`src/rtl/cache_ctrl_assoc.sv`:
```
// cache_ctrl_assoc: set-associative, write-back / write-allocate cache
// controller with single-word lines and a round-robin replacement pointer
// per set.
//
// Ports
//   clk, rst              : clock; synchronous active-high reset
//   req_valid/req_ready   : CPU request handshake (ready only while idle)
//   req_we/addr/wdata     : CPU request (1 = write), word address, write data
//   resp_valid            : one-cycle response strobe
//   resp_hit/resp_rdata   : hit flag and read data (0 for writes)
//   mem_req/we/addr/wdata : backing-memory request, held until mem_ack
//   mem_ack/mem_rdata     : one-cycle memory completion and read data
//   hit_count/miss_count  : saturating 32-bit event counters
module cache_ctrl_assoc #(
  parameter int WORD_SIZE = 32,
  parameter int NUM_SETS  = 16,
  parameter int NUM_WAYS  = 2
) (
  input  logic                 clk,
  input  logic                 rst,
  input  logic                 req_valid,
  output logic                 req_ready,
  input  logic                 req_we,
  input  logic [WORD_SIZE-1:0] req_addr,
  input  logic [WORD_SIZE-1:0] req_wdata,
  output logic                 resp_valid,
  output logic [WORD_SIZE-1:0] resp_rdata,
  output logic                 resp_hit,
  output logic                 mem_req,
  output logic                 mem_we,
  output logic [WORD_SIZE-1:0] mem_addr,
  output logic [WORD_SIZE-1:0] mem_wdata,
  input  logic                 mem_ack,
  input  logic [WORD_SIZE-1:0] mem_rdata,
  output logic [31:0]          hit_count,
  output logic [31:0]          miss_count
);

  localparam int IDX_W = $clog2(NUM_SETS);
  localparam int TAG_W = WORD_SIZE - IDX_W;
  localparam int WAY_W = (NUM_WAYS > 1) ? $clog2(NUM_WAYS) : 1;
  localparam logic [31:0] CNT_MAX = 32'hFFFF_FFFF;

  typedef enum logic [2:0] {
    S_IDLE      = 3'd0,
    S_LOOKUP    = 3'd1,
    S_WRITEBACK = 3'd2,
    S_FILL      = 3'd3,
    S_RESPOND   = 3'd4
  } state_e;

  state_e state_q, state_d;

  // Captured request
  logic                 we_q;
  logic [WORD_SIZE-1:0] addr_q;
  logic [WORD_SIZE-1:0] wdata_q;
  logic [WAY_W-1:0]     victim_q;

  // Line storage
  logic                 valid_q [NUM_SETS][NUM_WAYS];
  logic                 dirty_q [NUM_SETS][NUM_WAYS];
  logic [TAG_W-1:0]     tag_q   [NUM_SETS][NUM_WAYS];
  logic [WORD_SIZE-1:0] data_q  [NUM_SETS][NUM_WAYS];
  logic [WAY_W-1:0]     rr_q    [NUM_SETS];

  logic [31:0] hit_cnt_q, hit_cnt_d, miss_cnt_q, miss_cnt_d;

  logic                 req_ready_q, req_ready_d;
  logic                 resp_valid_q, resp_valid_d;
  logic                 resp_hit_q, resp_hit_d;
  logic [WORD_SIZE-1:0] resp_rdata_q, resp_rdata_d;
  logic                 mem_req_q, mem_req_d;
  logic                 mem_we_q, mem_we_d;
  logic [WORD_SIZE-1:0] mem_addr_q, mem_addr_d;
  logic [WORD_SIZE-1:0] mem_wdata_q, mem_wdata_d;

  // Lookup / victim selection signals
  logic [IDX_W-1:0]     idx_s;
  logic [TAG_W-1:0]     tag_s;
  logic                 hit_s;
  logic [WAY_W-1:0]     hit_way_s;
  logic [WAY_W-1:0]     victim_s;
  logic [WAY_W-1:0]     vic_way_s;
  logic                 vic_evict_s;
  logic [WAY_W-1:0]     rr_next_s;

  // Line write port
  logic                 wr_en_s;
  logic [WAY_W-1:0]     wr_way_s;
  logic [WORD_SIZE-1:0] wr_data_s;
  logic                 wr_dirty_s;

  assign idx_s = addr_q[IDX_W-1:0];
  assign tag_s = addr_q[WORD_SIZE-1:IDX_W];

  // Tag compare across all ways; victim = lowest invalid way, else round-robin
  always_comb begin
    hit_s     = 1'b0;
    hit_way_s = '0;
    victim_s  = rr_q[idx_s];
    for (int w = NUM_WAYS - 1; w >= 0; w--) begin
      hit_s     = hit_s | (valid_q[idx_s][w] && (tag_q[idx_s][w] == tag_s));
      hit_way_s = (valid_q[idx_s][w] && (tag_q[idx_s][w] == tag_s)) ? WAY_W'(w) : hit_way_s;
      victim_s  = (!valid_q[idx_s][w]) ? WAY_W'(w) : victim_s;
    end
  end

  // The victim is only chosen in LOOKUP; afterwards the latched copy is used
  // because the round-robin pointer has already moved on.
  assign vic_way_s   = (state_q == S_LOOKUP) ? victim_s : victim_q;
  assign vic_evict_s = valid_q[idx_s][vic_way_s] && dirty_q[idx_s][vic_way_s];
  assign rr_next_s   = (rr_q[idx_s] == WAY_W'(NUM_WAYS - 1)) ? '0 : rr_q[idx_s] + WAY_W'(1);

  // FSM state register
  always_ff @(posedge clk) begin
    if (rst) begin
      state_q <= S_IDLE;
    end else begin
      state_q <= state_d;
    end
  end

  // FSM next-state logic
  always_comb begin
    state_d = state_q;
    case (state_q)
      S_IDLE: begin
        if (req_valid) state_d = S_LOOKUP;
        else           state_d = S_IDLE;
      end
      S_LOOKUP: begin
        if (hit_s)            state_d = S_RESPOND;
        else if (vic_evict_s) state_d = S_WRITEBACK;
        else if (we_q)        state_d = S_RESPOND;
        else                  state_d = S_FILL;
      end
      S_WRITEBACK: begin
        if (mem_ack) state_d = we_q ? S_RESPOND : S_FILL;
        else         state_d = S_WRITEBACK;
      end
      S_FILL: begin
        if (mem_ack) state_d = S_RESPOND;
        else         state_d = S_FILL;
      end
      S_RESPOND: state_d = S_IDLE;
      default:   state_d = S_IDLE;
    endcase
  end

  // FSM output logic: next values of the registered outputs and the line write port
  always_comb begin
    req_ready_d  = (state_d == S_IDLE);
    resp_valid_d = (state_d == S_RESPOND);
    resp_hit_d   = 1'b0;
    resp_rdata_d = '0;
    mem_req_d    = (state_d == S_WRITEBACK) || (state_d == S_FILL);
    mem_we_d     = (state_d == S_WRITEBACK);
    mem_addr_d   = '0;
    mem_wdata_d  = '0;
    wr_en_s      = 1'b0;
    wr_way_s     = vic_way_s;
    wr_data_s    = wdata_q;
    wr_dirty_s   = 1'b1;
    if (state_d == S_WRITEBACK) begin
      mem_addr_d  = {tag_q[idx_s][vic_way_s], idx_s};
      mem_wdata_d = data_q[idx_s][vic_way_s];
    end else if (state_d == S_FILL) begin
      mem_addr_d = addr_q;
    end else begin
      mem_addr_d = '0;
    end
    case (state_q)
      S_LOOKUP: begin
        if (hit_s) begin
          resp_hit_d   = 1'b1;
          resp_rdata_d = we_q ? '0 : data_q[idx_s][hit_way_s];
          wr_en_s      = we_q;
          wr_way_s     = hit_way_s;
        end else begin
          // write miss with a clean victim allocates immediately
          wr_en_s = we_q && !vic_evict_s;
        end
      end
      S_WRITEBACK: begin
        wr_en_s = mem_ack && we_q;
      end
      S_FILL: begin
        wr_en_s      = mem_ack;
        wr_data_s    = mem_rdata;
        wr_dirty_s   = 1'b0;
        resp_rdata_d = mem_ack ? mem_rdata : '0;
      end
      default: begin
        wr_en_s = 1'b0;
      end
    endcase
  end

  // Saturating hit/miss counters, resolved in LOOKUP
  always_comb begin
    hit_cnt_d  = hit_cnt_q;
    miss_cnt_d = miss_cnt_q;
    if (state_q == S_LOOKUP && hit_s && hit_cnt_q != CNT_MAX) begin
      hit_cnt_d = hit_cnt_q + 32'd1;
    end else if (state_q == S_LOOKUP && !hit_s && miss_cnt_q != CNT_MAX) begin
      miss_cnt_d = miss_cnt_q + 32'd1;
    end else begin
      hit_cnt_d = hit_cnt_q;
    end
  end

  // Request capture, victim latch, counters and registered outputs
  always_ff @(posedge clk) begin
    if (rst) begin
      we_q         <= 1'b0;
      addr_q       <= '0;
      wdata_q      <= '0;
      victim_q     <= '0;
      hit_cnt_q    <= 32'd0;
      miss_cnt_q   <= 32'd0;
      req_ready_q  <= 1'b1;
      resp_valid_q <= 1'b0;
      resp_hit_q   <= 1'b0;
      resp_rdata_q <= '0;
      mem_req_q    <= 1'b0;
      mem_we_q     <= 1'b0;
      mem_addr_q   <= '0;
      mem_wdata_q  <= '0;
    end else begin
      if (state_q == S_IDLE && req_valid) begin
        we_q    <= req_we;
        addr_q  <= req_addr;
        wdata_q <= req_wdata;
      end
      if (state_q == S_LOOKUP) begin
        victim_q <= victim_s;
      end
      hit_cnt_q    <= hit_cnt_d;
      miss_cnt_q   <= miss_cnt_d;
      req_ready_q  <= req_ready_d;
      resp_valid_q <= resp_valid_d;
      resp_hit_q   <= resp_hit_d;
      resp_rdata_q <= resp_rdata_d;
      mem_req_q    <= mem_req_d;
      mem_we_q     <= mem_we_d;
      mem_addr_q   <= mem_addr_d;
      mem_wdata_q  <= mem_wdata_d;
    end
  end

  // Line status bits and round-robin pointers (cleared by reset)
  always_ff @(posedge clk) begin
    if (rst) begin
      for (int s = 0; s < NUM_SETS; s++) begin
        rr_q[s] <= '0;
        for (int w = 0; w < NUM_WAYS; w++) begin
          valid_q[s][w] <= 1'b0;
          dirty_q[s][w] <= 1'b0;
        end
      end
    end else begin
      if (wr_en_s) begin
        valid_q[idx_s][wr_way_s] <= 1'b1;
        dirty_q[idx_s][wr_way_s] <= wr_dirty_s;
      end
      if (state_q == S_LOOKUP && !hit_s) begin
        rr_q[idx_s] <= rr_next_s;
      end
    end
  end

  // Line tag and data arrays (contents qualified by valid, so no reset)
  always_ff @(posedge clk) begin
    if (wr_en_s) begin
      tag_q[idx_s][wr_way_s]  <= tag_s;
      data_q[idx_s][wr_way_s] <= wr_data_s;
    end
  end

  assign req_ready  = req_ready_q;
  assign resp_valid = resp_valid_q;
  assign resp_hit   = resp_hit_q;
  assign resp_rdata = resp_rdata_q;
  assign mem_req    = mem_req_q;
  assign mem_we     = mem_we_q;
  assign mem_addr   = mem_addr_q;
  assign mem_wdata  = mem_wdata_q;
  assign hit_count  = hit_cnt_q;
  assign miss_count = miss_cnt_q;

endmodule

```
`config.mk`:
```
export PLATFORM = sky130hd
export DESIGN_NAME = cache_ctrl_assoc
export DESIGN_NICKNAME = d
export VERILOG_FILES = /design/src/rtl/cache_ctrl_assoc.sv
export SDC_FILE = /design/constraint.sdc
export NUM_CORES = 2
export LEC_CHECK = 0
export CAP_MARGIN = 20
export CORE_MARGIN = 1
export CORE_UTILIZATION = 67
export CTS_BUF_LIST = sky130_fd_sc_hd__clkbuf_4 sky130_fd_sc_hd__clkbuf_8
export DETAILED_ROUTE_END_ITERATION = 10
export PLACE_DENSITY = 0.86
export SYNTH_ARGS = -nofsm -noshare
export SYNTH_HDL_FRONTEND = slang
export SYNTH_SLANG_ARGS = --single-unit
export TNS_END_PERCENT = 5
```
`constraint.sdc`:
```
create_clock -name clk -period 15.05 [get_ports clk]
set_input_delay 3.7625 -clock clk [delete_from_list [all_inputs] [get_ports clk]]
set_output_delay 3.7625 -clock clk [all_outputs]
set_load 0.02 [all_outputs]
```
==> flow_summary.ini <==
[outcome]
status = complete, no violations

[yosys]
yosys_warnings = 0
synth_edf_count = 1968
synthesis.nets = 5059
syn_area_um2 = 90100
synthFlopType = edfxtp_1
syn_avg_cell_area_um2 = 18.18
ys_seq_area_frac = 0.7159
netlist.area_leader.share = 0.6559
synth_cell_types = 89
synth-seq-cells = 2238
postSynthCellCount = 4956
synth_area_leaders = edfxtp_1 (66%), mux4_2 (13%), dfxtp_1 (6.0%), mux2i_1 (2.9%), mux2_2 (1.3%)
yosysTopAreaCell = edfxtp_1
synthArstFlopShare = 0

[drt]
drc = 0
vias = 53520
wl_per_cell_um = 34.77
drt-vias-per-instance = 7.219
drt-pass1-iter-count = 6
drt-total-wl_um = 257800
ant_nets = 0
drt-initial-drc-count = 9257

[setup_path]
cp_max_fo = 58
criticalPathCategory = flop to flop
crit_path_end_kind = flop
worstPathArrival_ns = 9.39
worstPathRequired_ns = 15.67
start_kind = flop

[pwr]
leakage_nw = 32.40
p_per_area_nw_per_um2 = 142.7
ir_worst_vdd_mv = 0.1093
finalPower_mw = 14.54

[floorplan]
coreArea_um2 = 133500
die_area_um2 = 136000
die_h_um = 368.7
rows = 134
die_x_um = 368.7
start_util = 0.6751
ios = 266

[global_routing]
grt_pass1_wl_um = 366700
grt_use_total = 0.3814
grt_overflow_total = 0
grt_max_degree = 153
grt_pass1_vias = 53680
antenna_found_initial = 8

[clocking]
cts_tree = built
cts-hold-fix-buffers = 0
cts-resized-gates = 0
clk_latency_ns = 1.08
numCtsBuffers = 350
clkTransAtPathRegs_ns = 0.06
cts_buffer_depth = 4
cts.root.buffer_cell = clkbuf_8
clkSinkCount = 2238
cts_setup_buffers = 0
htreeDepth = 5

[placed_design]
place_area_um2 = 94790
finalWeightedCongestion = 0.9642
io_buffers = 265
dp_hpwl_um = 143400
placed_cells = 6791

[sta]
fin_setup_tns_ns = 0
max_freq_ghz = 0.1139
hold_violations = 0
worst_pin_slew_ns = 1.229
slew_headroom = 0.1807
finalSetupViolCount = 0
period_needed_ns = 8.776
timing.final.crit_share = 0.5831
fin_skew_ns = 0.09261
maxSlewViolCount = 0
rsz0062_at_grt = false

[flow_run]
cap_violations = 0

[cells_and_area]
finalInstanceArea_um2 = 101900
layout.cells.non_filler = 7414
fill_cells = 6742
syn_to_final_growth_pct = 13.07
layout-drive-gt1-share = 0.2476
final_nets = 5485

[min_path]
hold_class = flop to flop
hp-start = wdata_q[1]$_SDFFE_PP0P_
power by group:
group	total (mW)	switching, mW	internal, mW
logic	2.28	1.48	0.798
registers	7.09	0.0621	7.03
clock network	5.17	2.36	2.81
cells in the final DEF (no fill, tap or decap), types with 124 or more instances in the layout:
cell type / instances
nand2_1: 305
clkbuf_8: 384
mux2i_1: 260
dfxtp_1: 266
mux4_2: 505
edfxtp_1: 1968
clkbuf_4: 124
a21oi_1: 127
clkdlybuf4s50_1: 264
worst max-delay path, stage by stage, from the launching register on:
cell and delay (ns):
dfxtp_4 0.70, buf_4 0.48, buf_4 0.82, nor2b_1 1.04
a22oi_1 0.31, nand3_1 0.18, nand4_1 0.09, or4_1 0.56
or3_1 0.44, nor4_4 0.58, a21oi_1 0.28, or4_2 1.05
nor2_4 0.72, buf_4 0.84
synth_stat cells, types with 7 or more instances:
cell type / count
buf_2: 56
dfxtp_1: 270
buf_6: 24
a21oi_1: 128
a22oi_1: 36
mux4_2: 505
o31ai_1: 43
o2111ai_1: 14
inv_1: 24
o211ai_1: 7
nand2b_1: 44
nand2_1: 305
a211oi_1: 15
nor2b_1: 64
nor3b_1: 41
xnor2_1: 27
o31ai_2: 9
clkbuf_1: 162
nor3_1: 55
and3_1: 26
nor4_1: 20
or2_2: 15
edfxtp_1: 1968
buf_4: 19
a221oi_1: 15
mux2i_1: 260
buf_1: 61
and2_1: 27
nor2_1: 147
mux2_2: 107
o22ai_1: 34
a31oi_1: 14
a21boi_0: 16
o2bb2ai_1: 7
or3_1: 23
or4_1: 24
nand3b_1: 7
nand3_1: 48
xor2_1: 12
o21ai_0: 92
o21bai_1: 50
nand4_1: 28
per-stage QoR:
step           utilization  hold slack [ns]  worst slack (ns)
4_1_cts             0.7622           0.4560             6.396
5_1_grt             0.7634           0.4793             6.142
3_5_place_dp        0.7102           0.4429             6.527
6_report            0.7634           0.4549             6.274
3_3_place_gp        0.7096           0.4376             6.751
2_1_floorplan            -           0.4273             4.034
sequential cells by signal, indices dropped and copies added (netlist names), named ones only:
name and count:
victim_q 1, req_ready 1, tag_q 896, addr_q 32, valid_q 32, rr_q 16, dirty_q 32, state_q 3
miss_count 32, hit_count 32, mem_we 1, data_q 1024, mem_addr 32, mem_req 1, resp_rdata 32, resp_hit 1
wdata_q 32, resp_valid 1, we_q 1, mem_wdata 32
worst paths after layout:
kind | slack, ns | depth (start not counted) | endpoint
hold reg to reg | 0.45 | 2 | wdata_q[1]$_SDFFE_PP0P_
setup / recovery | 6.27 | 13 | tag_q[3][11]$_DFFE_PP_
hold / removal | 0.45 | 2 | wdata_q[1]$_SDFFE_PP0P_
setup reg to reg | 6.27 | 13 | tag_q[3][11]$_DFFE_PP_
cells by family (layout without fill, tap and decap cells):
kind of cell	count (synthesis)	after routing	synth area share
and+or+nand+nor	897	897	0.05039
buffers and inverters	352	1039	0.01902
xor gates and xnor gates	39	39	0.003791
muxes	873	873	0.1687
AOI/OAI and AO/OA	555	555	0.04191
adders and majority gates	2	2	0.0002777
other	0	3	0
DFF	2238	2238	0.7159
cell type report:
| class | count | area, um2 | share of cell area |
|---|---|---|---|
| timing repair buffer | 401 | 3896 | 0.03824 |
| clock buffer | 507 | 6202 | 0.06088 |
| inverter | 25 | 101.3 | 0.0009947 |
| tap | 1768 | 2212 | 0.02171 |
| multi-input combinational | 2366 | 24210 | 0.2376 |
| clock inverter | 106 | 737.0 | 0.007233 |
| sequential | 2238 | 64520 | 0.6332 |
| antenna | 3 | 7.507 | 0.00007368 |
layer usage:
layer  vias up  routed length, um  GRT usage
met3      1023              35330     0.1054
met2      5042             122600     0.5883
met4         4              14920     0.2128
li1      20870                  -          -
met1     26580              84980     0.4967
met5         -                 27          0
Note: power is estimated with default switching activity, not from simulation.
